### config.mk
export PLATFORM = sky130hd
export DESIGN_NAME = bch_decode_sequencer
export DESIGN_NICKNAME = d
export VERILOG_FILES = /design/src/rtl/bch_decode_sequencer.sv
export SDC_FILE = /design/constraint.sdc
export NUM_CORES = 1
export LEC_CHECK = 0
export CORE_MARGIN = 4
export CORE_UTILIZATION = 49
export DETAILED_ROUTE_END_ITERATION = 6
export PLACE_DENSITY_LB_ADDON = 0.05
export REMOVE_ABC_BUFFERS = 1
export SLEW_MARGIN = 20
export SYNTH_ARGS = -nofsm -noshare
export SYNTH_HDL_FRONTEND = slang
export SYNTH_SLANG_ARGS = --single-unit
### constraint.sdc
create_clock -name clk -period 3.01 [get_ports clk]
set_input_delay 0.4515 -clock clk [delete_from_list [all_inputs] [get_ports clk]]
set_output_delay 0.4515 -clock clk [all_outputs]
set_load 0.005 [all_outputs]
### src/rtl/bch_decode_sequencer.sv
`default_nettype none
// ============================================================================
// Module   : bch_decode_sequencer
// Brief    : Sequential (15,5) BCH decoder: syndrome, then single/double flip search
// Revision : 1.0
// ============================================================================
module bch_decode_sequencer #(
    parameter int          MAX_ERR = 2,
    parameter logic [10:0] GEN     = 11'b10100110111
) (
    input  logic        clk,
    input  logic        rst_n,
    input  logic        flush,
    input  logic        in_valid,
    output logic        in_ready,
    input  logic [14:0] codeword_in,
    output logic        out_valid,
    input  logic        out_ready,
    output logic [4:0]  data_out,
    output logic [14:0] corrected_codeword,
    output logic [9:0]  syndrome,
    output logic        error_detected,
    output logic        error_corrected,
    output logic [6:0]  trial_count,
    output logic        busy
);

    typedef enum logic [2:0] {
        S_IDLE  = 3'd0,
        S_SYND  = 3'd1,
        S_SCAN1 = 3'd2,
        S_SCAN2 = 3'd3,
        S_DONE  = 3'd4
    } state_t;

    state_t      r_state;
    logic [14:0] r_word;
    logic [14:0] r_corr;
    logic [9:0]  r_synd;
    logic        r_err_det;
    logic        r_err_cor;
    logic [6:0]  r_trials;
    logic [3:0]  r_i;
    logic [3:0]  r_j;
    logic        r_in_ready;
    logic        r_out_valid;
    logic        r_busy;

    logic [14:0] w_mask;
    logic [14:0] w_trial;
    logic [9:0]  w_rem;

    // Long division by GEN, clearing bits 14..10 from the top down.
    function automatic logic [9:0] f_syndrome(input logic [14:0] word);
        logic [14:0] rem;
        rem = word;
        for (int b = 14; b >= 10; b--) begin
            if (rem[b]) begin
                rem = rem ^ (15'(GEN) << (b - 10));
            end
        end
        return rem[9:0];
    endfunction

    // One shared remainder unit: the mask selects which trial is evaluated.
    always_comb begin
        w_mask = 15'd0;
        case (r_state)
            S_SCAN1: w_mask = 15'd1 << r_i;
            S_SCAN2: w_mask = (15'd1 << r_i) | (15'd1 << r_j);
            default: w_mask = 15'd0;
        endcase
    end

    assign w_trial = r_word ^ w_mask;
    assign w_rem   = f_syndrome(w_trial);

    always_ff @(posedge clk or negedge rst_n) begin
        if (!rst_n) begin
            r_state     <= S_IDLE;
            r_word      <= 15'd0;
            r_corr      <= 15'd0;
            r_synd      <= 10'd0;
            r_err_det   <= 1'b0;
            r_err_cor   <= 1'b0;
            r_trials    <= 7'd0;
            r_i         <= 4'd0;
            r_j         <= 4'd0;
            r_in_ready  <= 1'b1;
            r_out_valid <= 1'b0;
            r_busy      <= 1'b0;
        end else if (flush) begin
            r_state     <= S_IDLE;
            r_in_ready  <= 1'b1;
            r_out_valid <= 1'b0;
            r_busy      <= 1'b0;
        end else begin
            case (r_state)
                S_IDLE: begin
                    if (in_valid) begin
                        r_word     <= codeword_in;
                        r_corr     <= codeword_in;
                        r_synd     <= 10'd0;
                        r_err_det  <= 1'b0;
                        r_err_cor  <= 1'b0;
                        r_trials   <= 7'd0;
                        r_state    <= S_SYND;
                        r_in_ready <= 1'b0;
                        r_busy     <= 1'b1;
                    end
                end
                S_SYND: begin
                    r_synd <= w_rem;
                    if (w_rem == 10'd0) begin
                        r_state     <= S_DONE;
                        r_out_valid <= 1'b1;
                    end else begin
                        r_err_det <= 1'b1;
                        r_i       <= 4'd0;
                        r_state   <= S_SCAN1;
                    end
                end
                S_SCAN1: begin
                    r_trials <= r_trials + 7'd1;
                    if (w_rem == 10'd0) begin
                        r_corr      <= w_trial;
                        r_err_cor   <= 1'b1;
                        r_state     <= S_DONE;
                        r_out_valid <= 1'b1;
                    end else if (r_i == 4'd14) begin
                        if (MAX_ERR >= 2) begin
                            r_i     <= 4'd0;
                            r_j     <= 4'd1;
                            r_state <= S_SCAN2;
                        end else begin
                            r_state     <= S_DONE;
                            r_out_valid <= 1'b1;
                        end
                    end else begin
                        r_i <= r_i + 4'd1;
                    end
                end
                S_SCAN2: begin
                    r_trials <= r_trials + 7'd1;
                    if (w_rem == 10'd0) begin
                        r_corr      <= w_trial;
                        r_err_cor   <= 1'b1;
                        r_state     <= S_DONE;
                        r_out_valid <= 1'b1;
                    end else if (r_i == 4'd13 && r_j == 4'd14) begin
                        r_state     <= S_DONE;
                        r_out_valid <= 1'b1;
                    end else if (r_j == 4'd14) begin
                        r_i <= r_i + 4'd1;
                        r_j <= r_i + 4'd2;
                    end else begin
                        r_j <= r_j + 4'd1;
                    end
                end
                S_DONE: begin
                    if (out_ready) begin
                        r_state     <= S_IDLE;
                        r_out_valid <= 1'b0;
                        r_in_ready  <= 1'b1;
                        r_busy      <= 1'b0;
                    end
                end
                default: begin
                    r_state     <= S_IDLE;
                    r_in_ready  <= 1'b1;
                    r_out_valid <= 1'b0;
                    r_busy      <= 1'b0;
                end
            endcase
        end
    end

    assign in_ready           = r_in_ready;
    assign out_valid          = r_out_valid;
    assign busy               = r_busy;
    assign corrected_codeword = r_corr;
    assign data_out           = r_corr[14:10];
    assign syndrome           = r_synd;
    assign error_detected     = r_err_det;
    assign error_corrected    = r_err_cor;
    assign trial_count        = r_trials;

endmodule
`default_nettype wire

==> results.json <==
{
  "status": "complete, but fails checks",
  "violations": "negative setup slack",
  "timing.fmax_mhz": 313.9,
  "critical_path_required_ns": 3.24,
  "vias_per_cell": 5.553,
  "cp_common_cell": "buf_4",
  "drt_iter0_drc": 203,
  "powerDensity_nw_per_um2": 731.8,
  "worst_slew_pin_slew_ns": 0.8411,
  "num_vias": 3648,
  "synthCells": 417,
  "htree_levels": 3,
  "worstSetupEndpointType": "flop",
  "power_frac_clock_pct": 16.3,
  "p_sw_share_pct": 36.31,
  "crit_chain": "buf_4 > buf_4 > ha_2 > a22oi_2 > xnor2_4 > xnor3_1 > and2_4 > a221oi_2 > nor2_1 > buf_4 > a311oi_4 > mux2_4",
  "start_util_pct": 50.52,
  "antenna_left": 0,
  "die_area_sq_um": 9503,
  "syn2layout_area_growth_pct": 48.47,
  "finClkSkew_ns": 0.005612,
  "p_int_w": 0.002715,
  "drtPass1Iterations": 4,
  "worst_setup_path_start_kind": "flop",
  "p_leak_nw": 2.533,
  "grt_max_degree": 46,
  "total_power_w": 0.004263,
  "syn_area_sq_um": 3924,
  "io_pins": 62,
  "hold_viol": 0,
  "slew_headroom_pct": 43.76,
  "coreArea_sq_um": 7767,
  "ys_ff_latch": 63,
  "die_x_um": 97.49,
  "maxCapViolations": 0,
  "syn_avg_cell_area_sq_um": 9.410,
  "slew_violations": 0,
  "vdd_drop_max_mv": 0.3404,
  "arrival_ns": 3.42,
  "setup_violations": 26,
  "rsz0062_at_grt": "true",
  "cts_buffers": 9,
  "hold_class": "in -> async",
  "mostFrequentLayoutCell": "buf_4",
  "routed_wl_um": 11390,
  "portBuffers": 61,
  "yosys_warnings": 0,
  "chipHeight_um": 97.49,
  "overflow": 0,
  "tritoncts": "yes",
  "yosysSeqAreaShare_pct": 40.21,
  "finalCriticalPeriod_ns": 3.185,
  "post-dp-hpwl_um": 7878,
  "drc_errors": 0,
  "clk-insertion-delay-late_ns": 0.35,
  "ys.flop_type": "dfrtp_1",
  "worst_slack_ns": -0.1754,
  "grt_pass1_vias": 3728,
  "path_class": "reg -> reg",
  "synth_edf_count": 0,
  "async_reset_ff_share_pct": 100.0,
  "pre_cts_ws_ns": -0.1823,
  "n_antenna_cell": 0,
  "layout_common_cells": "buf_4 (75), nand2_1 (72), clkdlybuf4s50_1 (60), dfrtp_1 (59), nand3_1 (21)",
  "cp.buffers_inverters": 3,
  "gr-usage-all-layers_pct": 23.59,
  "ys_types": 54,
  "critPathTopFamily": "compound AO/OA/AOI/OAI gates",
  "ctsLongestPathBuffers": 2,
  "slowest_stage": "xnor3_1",
  "drive_gt1_share_pct": 31.53,
  "nets": 584,
  "dpl_cell_area_sq_um": 5061,
  "clkSinkCount": 63,
  "clkSlewWorstSetupHoldPaths_ns": 0.07,
  "finalCritPeriodShare_pct": 105.8,
  "antenna_found_initial": 0,
  "cts_root_buffer": "clkbuf_8",
  "worstPathMaxFanout": 5,
  "finalInstanceArea_sq_um": 5826,
  "power_frac_seq_pct": 29.4,
  "gp_congestion": 0.9247,
  "comb_power_share_pct": 54.3,
  "rows": 32,
  "power_switching_w": 0.001548,
  "max_stage_delay_ns": 0.40,
  "ctsHoldBuffers": 0,
  "grt_first_pass_wirelength_um": 18290,
  "wl_per_cell_um": 17.34
}
-- routing by layer --
layer / GRT usage (%) / wire (um) / up-vias
li1: - / - / 1747
met1: 30.20 / 4833 / 1771
met2: 40.27 / 5805 / 116
met3: 4.235 / 599 / 14
met4: 7.774 / 153 / 0
met5: 0 / 0 / -
-- state kept, by name, summed over array words and instances, names as in the netlist --
| register | flops |
|---|---|
| busy | 1 |
| r_j | 4 |
| r_state | 3 |
| trial_count | 7 |
| error_detected | 1 |
| in_ready | 1 |
| corrected_codeword | 15 |
| syndrome | 10 |
| out_valid | 1 |
| error_corrected | 1 |
| r_i | 4 |
| r_word | 15 |
-- synthesized netlist by cell type, types with 3 or more instances --
library cell	n	area, sq um
o22ai_1	6	37.54
a22oi_1	4	30.03
buf_4	7	52.55
ha_1	14	175.2
and2_1	5	31.28
nor2b_1	5	31.28
nand3b_1	3	22.52
o21ai_0	18	90.09
xor2_1	8	70.07
nand3_1	23	115.1
nor3_1	3	15.01
nand2b_1	5	31.28
or3_1	3	18.77
and3_1	5	31.28
nor2_1	21	78.83
nand4_1	15	93.84
xnor2_1	28	245.2
xnor2_2	3	48.80
o31ai_1	3	22.52
inv_1	10	37.54
mux2i_1	4	40.04
nand2_1	72	270.3
buf_2	5	25.02
clkbuf_1	16	60.06
a21oi_1	9	45.04
o211ai_1	16	120.1
a32oi_1	9	78.83
dfrtp_1	62	1551
-- worst register-to-register path: cells and delay by family, from the launching register on --
family                   cells  cell delay, ns
AO/OA/AOI/OAI                3            0.86
XOR/XNOR                     2            0.58
buffers and inverters        3            0.44
flip-flops                   1            0.38
multiplexers                 1            0.33
AND/OR/NAND/NOR              2            0.28
adder cells (fa/ha/maj)      1            0.20
-- metrics by stage --
step | util (%) | TNS [ns] | std cells | hold WS, ns
5_1_grt | 75.00 | -4.923 | 657 | 0.1488
6_report | 75.00 | -1.805 | 657 | 0.1074
3_5_place_dp | 65.16 | -2.109 | 622 | 0.4922
4_1_cts | 70.41 | -0.6137 | 647 | 0.3176
2_1_floorplan | - | -18.31 | 388 | 0.1559
3_3_place_gp | 65.16 | -0.5094 | 622 | 0.4804
-- final timing paths --
| kind | startpoint | end | slack [ns] | cells after the start |
|---|---|---|---|---|
| worst min register to register | syndrome[9]$_DFFE_PN0P_ | syndrome[9]$_DFFE_PN0P_ | 0.50 | 2 |
| worst max register to register | r_i[0]$_DFFE_PN0P_ | r_j[2]$_DFFE_PN0P_ | -0.18 | 12 |
| worst min-delay path | rst_n | corrected_codeword[3]$_DFFE_PN0P_ | 0.11 | 1 |
| max in group asynchronous | rst_n | corrected_codeword[6]$_DFFE_PN0P_ | 2.29 | 2 |
| min in group clk | syndrome[9]$_DFFE_PN0P_ | syndrome[9]$_DFFE_PN0P_ | 0.50 | 2 |
| worst max-delay path | r_i[0]$_DFFE_PN0P_ | r_j[2]$_DFFE_PN0P_ | -0.18 | 12 |
-- power groups by stage --
stage | logic, W | registers [W] | clock network (W)
2_1_floorplan | 0.000838 | 0.00125 | 0
4_1_cts | 0.00198 | 0.00124 | 0.000703
6_report | 0.00232 | 0.00125 | 0.000693
3_3_place_gp | 0.00178 | 0.00124 | 0
3_5_place_dp | 0.00181 | 0.00125 | 0
5_1_grt | 0.00248 | 0.00128 | 0.000741
-- what timing repair did --
item	in CTS	in global routing
gates cloned	1	0
setup buffers	11	12
gates resized for setup	37	47
endpoints found under the setup margin	29	29
pin swaps	28	39
-- final cells by class --
class                           instances  area [sq um]
Clock buffer                           11         151.4
Clock inverter                          5         32.53
Tap cell                              102         127.6
Inverter                               10         37.54
Fill cell                             572          1942
Timing Repair Buffer                  151          1370
Multi-Input combinational cell        315          2525
Sequential cell                        63          1582
-- cell families after synthesis --
family                     after synthesis  synth area share [%]
muxes                                    5                 1.307
DFF                                     63                 40.21
xor gates and xnor gates                44                 12.44
adders and majority gates               14                 4.464
buffers and inverters                   39                 4.560
AOI/OAI and AO/OA                       79                 14.80
and+or+nand+nor                        173                 22.23
Power figures use the tool's default switching activity.
